==> src/rtl/hazard_ctrl.sv <==
// Pipeline hazard controller: zero-latency forwarding/stall/flush, registered memory-wait FSM with timeout watchdog.
// Freezes all stages on memory wait or watchdog error; HAZARD_PERF_EN builds the stall/flush performance counters.
module hazard_ctrl #(
  parameter int MEM_TIMEOUT = 64,
  parameter int CNT_W       = 8
) (
  input  logic        clk,
  input  logic        reset,
  input  logic [4:0]  RsD,
  input  logic [4:0]  RtD,
  input  logic [4:0]  RsE,
  input  logic [4:0]  RtE,
  input  logic [4:0]  WriteRegE,
  input  logic [4:0]  WriteRegM,
  input  logic [4:0]  WriteRegW,
  input  logic        RegWriteE,
  input  logic        RegWriteM,
  input  logic        RegWriteW,
  input  logic        LWE,
  input  logic        tontbE,
  input  logic        mem_accessM,
  input  logic        mem_ready,
  output logic        stalF,
  output logic        stalD,
  output logic        stalE,
  output logic        stalM,
  output logic        stalW,
  output logic        flushD,
  output logic        flushE,
  output logic [1:0]  forwardAE,
  output logic [1:0]  forwardBE,
  output logic        mem_wait,
  output logic        timeout_err,
  output logic [31:0] perf_stall_cnt,
  output logic [31:0] perf_flush_cnt
);

  typedef enum logic [1:0] {RUN, MEM_WAIT, ERR} state_t;

  localparam logic [CNT_W-1:0] CNT_LAST = CNT_W'(MEM_TIMEOUT - 1);
  localparam logic [CNT_W-1:0] CNT_ONE  = CNT_W'(1);

  state_t           state, state_nxt;
  logic [CNT_W-1:0] wait_cnt, cnt_nxt;
  logic             err_nxt;
  logic             lwstall, memstall, freeze;

  assign lwstall  = LWE && ((RtE == RsD) || (RtE == RtD));
  assign memstall = mem_accessM && !mem_ready;
  assign freeze   = memstall || (state == ERR);
  assign mem_wait = (state == MEM_WAIT);

  // E-stage producer tags are not forwarding sources; a load in E is handled by the interlock.
  logic unused_e;
  assign unused_e = RegWriteE ^ (^WriteRegE);

  always_comb begin
    forwardAE = 2'b00;
    forwardBE = 2'b00;
    if (reset) begin
      if (RegWriteM && (WriteRegM != 5'd0) && (WriteRegM == RsE))      forwardAE = 2'b10;
      else if (RegWriteW && (WriteRegW != 5'd0) && (WriteRegW == RsE)) forwardAE = 2'b01;
      if (RegWriteM && (WriteRegM != 5'd0) && (WriteRegM == RtE))      forwardBE = 2'b10;
      else if (RegWriteW && (WriteRegW != 5'd0) && (WriteRegW == RtE)) forwardBE = 2'b01;
    end
  end

  always_comb begin
    stalF  = 1'b0;
    stalD  = 1'b0;
    stalE  = 1'b0;
    stalM  = 1'b0;
    stalW  = 1'b0;
    flushD = 1'b0;
    flushE = 1'b0;
    if (reset) begin
      if (freeze) begin
        // Whole pipe holds; a pending branch or load-use re-evaluates once E moves again.
        stalF = 1'b1;
        stalD = 1'b1;
        stalE = 1'b1;
        stalM = 1'b1;
        stalW = 1'b1;
      end else if (tontbE) begin
        flushD = 1'b1;
        flushE = 1'b1;
      end else if (lwstall) begin
        stalF  = 1'b1;
        stalD  = 1'b1;
        flushE = 1'b1;
      end
    end
  end

  always_comb begin
    state_nxt = state;
    cnt_nxt   = wait_cnt;
    err_nxt   = timeout_err;
    case (state)
      RUN: begin
        if (memstall) begin
          state_nxt = MEM_WAIT;
          cnt_nxt   = CNT_ONE;
        end
      end
      MEM_WAIT: begin
        if (mem_ready || !mem_accessM) begin
          state_nxt = RUN;
          cnt_nxt   = '0;
        end else if (wait_cnt == CNT_LAST) begin
          state_nxt = ERR;
          err_nxt   = 1'b1;
        end else begin
          cnt_nxt = wait_cnt + CNT_ONE;
        end
      end
      ERR:     state_nxt = ERR;
      default: state_nxt = RUN;
    endcase
  end

  always_ff @(posedge clk or negedge reset) begin
    if (!reset) begin
      state       <= RUN;
      wait_cnt    <= '0;
      timeout_err <= 1'b0;
    end else begin
      state       <= state_nxt;
      wait_cnt    <= cnt_nxt;
      timeout_err <= err_nxt;
    end
  end

`ifdef HAZARD_PERF_EN
  always_ff @(posedge clk or negedge reset) begin
    if (!reset) begin
      perf_stall_cnt <= 32'd0;
      perf_flush_cnt <= 32'd0;
    end else begin
      if (stalF)  perf_stall_cnt <= perf_stall_cnt + 32'd1;
      if (flushE) perf_flush_cnt <= perf_flush_cnt + 32'd1;
    end
  end
`else
  assign perf_stall_cnt = 32'd0;
  assign perf_flush_cnt = 32'd0;
`endif

endmodule

==> config.mk <==
export PLATFORM = sky130hd
export DESIGN_NAME = hazard_ctrl
export DESIGN_NICKNAME = d
export VERILOG_FILES = /design/src/rtl/hazard_ctrl.sv
export SDC_FILE = /design/constraint.sdc
export NUM_CORES = 1
export LEC_CHECK = 0
export CAP_MARGIN = 10
export CORE_ASPECT_RATIO = 1.4
export CORE_MARGIN = 1.5
export CORE_UTILIZATION = 37
export CTS_BUF_LIST = sky130_fd_sc_hd__clkbuf_8
export DETAILED_ROUTE_END_ITERATION = 6
export MAX_ROUTING_LAYER = met4
export PLACE_DENSITY = 0.93
export SYNTH_ARGS = -nofsm -noshare
export SYNTH_HDL_FRONTEND = slang
export SYNTH_SLANG_ARGS = --single-unit
==> constraint.sdc <==
create_clock -name clk -period 3.6 [get_ports clk]
set_input_delay 0.54 -clock clk [delete_from_list [all_inputs] [get_ports clk]]
set_output_delay 0.54 -clock clk [all_outputs]
set_load 0.05 [all_outputs]
==> results.txt <==
Outcome = completed
Setup crit end kind = output port
Post-Syn Area = 0.001501 mm²
Die outline area = 0.004455 mm²
Hold depth = 1
Global router's overall resource usage = 13.95%
Final antenna-violating net count = 0
Critical path's slowest cell = sky130_fd_sc_hd__clkdlybuf4s50_1
Seq/Total Area, Yosys = 18.33%
Clock Tree Buf Depth = 2
Critical path launch point type = primary input
Antenna violations before repair = 0
Drt drc = 0
Effective utilization at floorplan = 38.31%
Global-route wire length before repair = 4843 µm
CTS tree = built
Placed wire-length estimate = 2690 µm
CTS H-Tree Depth = 1
Detailed-route vias per instance = 4.504
Cells after Synth = 186
Leakage Power = 0.8403 nW
Crit Reg-Reg Endpoint = wait_cnt[0]
Vertical extent of the die = 78.38 µm
Setup Crit Path Kind = in2out
Num rows = 27
Gpl congestion = 0.8919
Final core occ = 46.97%
Routed Wire Length = 3151 µm
IO Port Bufs = 50
Distinct cells, synth = 32
Count of synthesis-stage warnings from yosys = 0
Final net count = 283
Seq cells post-synth = 11
Detailed-route via count = 1261
Largest net degree at the start of global routing = 11
Ant diodes = 0
Hold_buf cts = 0
Io pins = 121
Clock-pin slew reported for the worst setup and hold paths after clock tree synthesis = 0.05 ns
FMAX = 329.2 MHz
Worst-margin pin slew = 0.5444 ns
Number of fill cells in the layout = 385
Worst endpoint required time = 3.06 ns
Fraction of the cycle the final worst path needs = 84.37%
Worst Path Arrival = 2.50 ns
RSZ-0062 raised after global routing = no
Skew-Pair Late Insertion Delay = 0.24 ns
Min Tclk post-route = 3.037 ns
Reg-to-reg setup timing slack = 1.84 ns
Post-CTS Setup Bufs = 0
Max Cap Violations = 0
Number of violations reported at the end of detailed-routing iteration 0 = 27
Final Max Slew Viols = 0
Hold Vio Cnt, Final = 0
Worst VDD drop = 303.4 µV
Final setup viols = 0
Vias in the first global route = 1165
Total Neg Setup Slack = 0 ns
Worst slew margin = 63.37%
Hold path startpoint = timeout_err
Final setup skew = 0.001858 ns
Average size of a mapped cell = 8.072 µm²
Placeable Area = 0.003919 mm²
Hold WC Path Type = reg2reg
Cells resized by post-CTS repair = 0
Critical-path maximum fanout = 10
Average wire per standard cell = 11.25 µm
Critical path's largest stage delay = 0.72 ns
Area Overhead vs Synth = 22.58%
Inserted Clock Buffers = 3
Number of cells on the worst reg-to-reg path = 5
Launch point of the worst reg-to-reg path = wait_cnt[0]
Cell-by-cell listing of the critical path = clkdlybuf4s50_1, o211ai_1, or4_1, nor4_2, buf_12
Clock root cell = sky130_fd_sc_hd__clkbuf_8
Die outline width = 56.84 µm
Overflow left after global routing = 0
Worst Hold Path EP = timeout_err
Clock sink count = 11
Drt pass-1 iters = 4
Layout cells sized above 1 = 8.017%
Power density relative to cell area = 290.0 mW/mm²
final cells by class:
class	count	area [µm²]	area share [%]
multi-input combinational	168	948.4	51.53
tap	43	53.80	2.923
timing repair buffer	52	510.5	27.74
clock inverter	1	3.754	0.2039
inverter	2	7.507	0.4079
sequential	11	275.3	14.96
clock buffer	3	41.29	2.243
through the flow:
stage	power [mW]	area, µm²	setup slack [ns]	hold WS (ns)	std cells
after floorplan	0.3927	1738	0.4515	0.2444	249
after global placement	0.4072	1795	0.6195	0.4535	276
after detailed placement	0.4107	1795	0.5396	0.4515	276
after CTS	0.5377	1841	0.5276	0.4770	280
after global routing	0.5553	1841	0.4671	0.4965	280
final	0.5337	1841	0.5626	0.4712	280
power breakdown:
group / leakage, nW / switching, mW / internal [mW]
Sequential: 0.149 / 0.00243 / 0.127
Clock: 0.0269 / 0.0491 / 0.0751
Combinational: 0.665 / 0.211 / 0.0699
synthesized netlist by cell type:
master,number,area (µm²)
sky130_fd_sc_hd__buf_4,67,503.0
sky130_fd_sc_hd__xor2_1,20,175.2
sky130_fd_sc_hd__nand2_1,13,48.80
sky130_fd_sc_hd__xnor2_1,12,105.1
sky130_fd_sc_hd__dfrtp_1,11,275.3
sky130_fd_sc_hd__nand3_1,8,40.04
sky130_fd_sc_hd__o21ai_0,8,40.04
sky130_fd_sc_hd__nor2_1,6,22.52
sky130_fd_sc_hd__nor2b_1,4,25.02
sky130_fd_sc_hd__nor4_1,4,25.02
sky130_fd_sc_hd__nand2b_1,3,18.77
sky130_fd_sc_hd__nor3_1,3,15.01
sky130_fd_sc_hd__or4_1,3,22.52
sky130_fd_sc_hd__a21oi_1,2,10.01
sky130_fd_sc_hd__inv_1,2,7.510
sky130_fd_sc_hd__mux2_2,2,22.52
sky130_fd_sc_hd__nor4_2,2,25.02
sky130_fd_sc_hd__o31ai_1,2,15.01
sky130_fd_sc_hd__a21o_1,1,7.510
sky130_fd_sc_hd__a21o_2,1,8.760
sky130_fd_sc_hd__a31oi_1,1,6.260
sky130_fd_sc_hd__a32o_1,1,10.01
sky130_fd_sc_hd__and2_1,1,6.260
sky130_fd_sc_hd__and2_2,1,7.510
sky130_fd_sc_hd__and3_1,1,6.260
sky130_fd_sc_hd__clkbuf_1,1,3.750
sky130_fd_sc_hd__conb_1,1,3.750
sky130_fd_sc_hd__ha_1,1,12.51
sky130_fd_sc_hd__o211ai_1,1,7.510
sky130_fd_sc_hd__o21ai_2,1,8.760
sky130_fd_sc_hd__o21bai_1,1,7.510
sky130_fd_sc_hd__o31a_1,1,8.760
registers in the layout, summed over array words and instances, names as in the netlist:
signal	count
timeout_err	1
state	2
wait_cnt	8
critical path: cells and delay by family:
kind / cells / cell delay [ns]
and+or+nand+nor: 2 / 0.86
buffers and inverters: 2 / 0.91
AOI/OAI and AO/OA: 1 / 0.18
worst max path at each step:
stage | from | endpoint | slack (ns) | cells past startpoint
after floorplan | mem_accessM | stalF | 0.45 | 5
after global placement | reset | forwardAE[0] | 0.62 | 5
after detailed placement | reset | forwardAE[0] | 0.54 | 5
after CTS | reset | forwardAE[0] | 0.53 | 5
after global routing | reset | forwardAE[0] | 0.47 | 5
final | reset | forwardAE[0] | 0.56 | 5
per-layer routing:
layer  GRT usage, %  wire length (µm)
met5              -                 0
met3          1.647               274
met2          26.05              1693
met1          13.71              1100
met4          7.674                83
logic make-up (layout without fill, tap and decap cells):
| logic type | count (synthesis) | in the layout | synth area share, % |
|---|---|---|---|
| other | 1 | 64 | 0.2498 |
| buffers and inverters | 70 | 58 | 34.25 |
| and+or+nand+nor | 49 | 49 | 17.50 |
| AOI/OAI and AO/OA | 20 | 20 | 8.668 |
| muxes | 2 | 2 | 1.500 |
| xor gates and xnor gates | 32 | 32 | 18.67 |
| DFF | 11 | 11 | 18.33 |
| adders and majority gates | 1 | 1 | 0.8332 |
placed cells by master, fill, tap and decap left out, types with 2 or more instances in the layout:
cell type,instances
sky130_fd_sc_hd__o31ai_1,2
sky130_fd_sc_hd__o21ai_0,8
sky130_fd_sc_hd__nor4_2,2
sky130_fd_sc_hd__xnor2_1,12
sky130_fd_sc_hd__dfrtp_1,11
sky130_fd_sc_hd__conb_1,64
sky130_fd_sc_hd__nor3_1,3
sky130_fd_sc_hd__clkbuf_8,3
sky130_fd_sc_hd__nor2_1,6
sky130_fd_sc_hd__nor2b_1,4
sky130_fd_sc_hd__nand2_1,13
sky130_fd_sc_hd__inv_1,3
sky130_fd_sc_hd__nor4_1,4
sky130_fd_sc_hd__mux2_2,2
sky130_fd_sc_hd__nand3_1,8
sky130_fd_sc_hd__a21oi_1,2
sky130_fd_sc_hd__nand2b_1,3
sky130_fd_sc_hd__or4_1,3
sky130_fd_sc_hd__clkdlybuf4s50_1,43
sky130_fd_sc_hd__buf_4,8
sky130_fd_sc_hd__xor2_1,20
(Power assumes the default switching activity.)
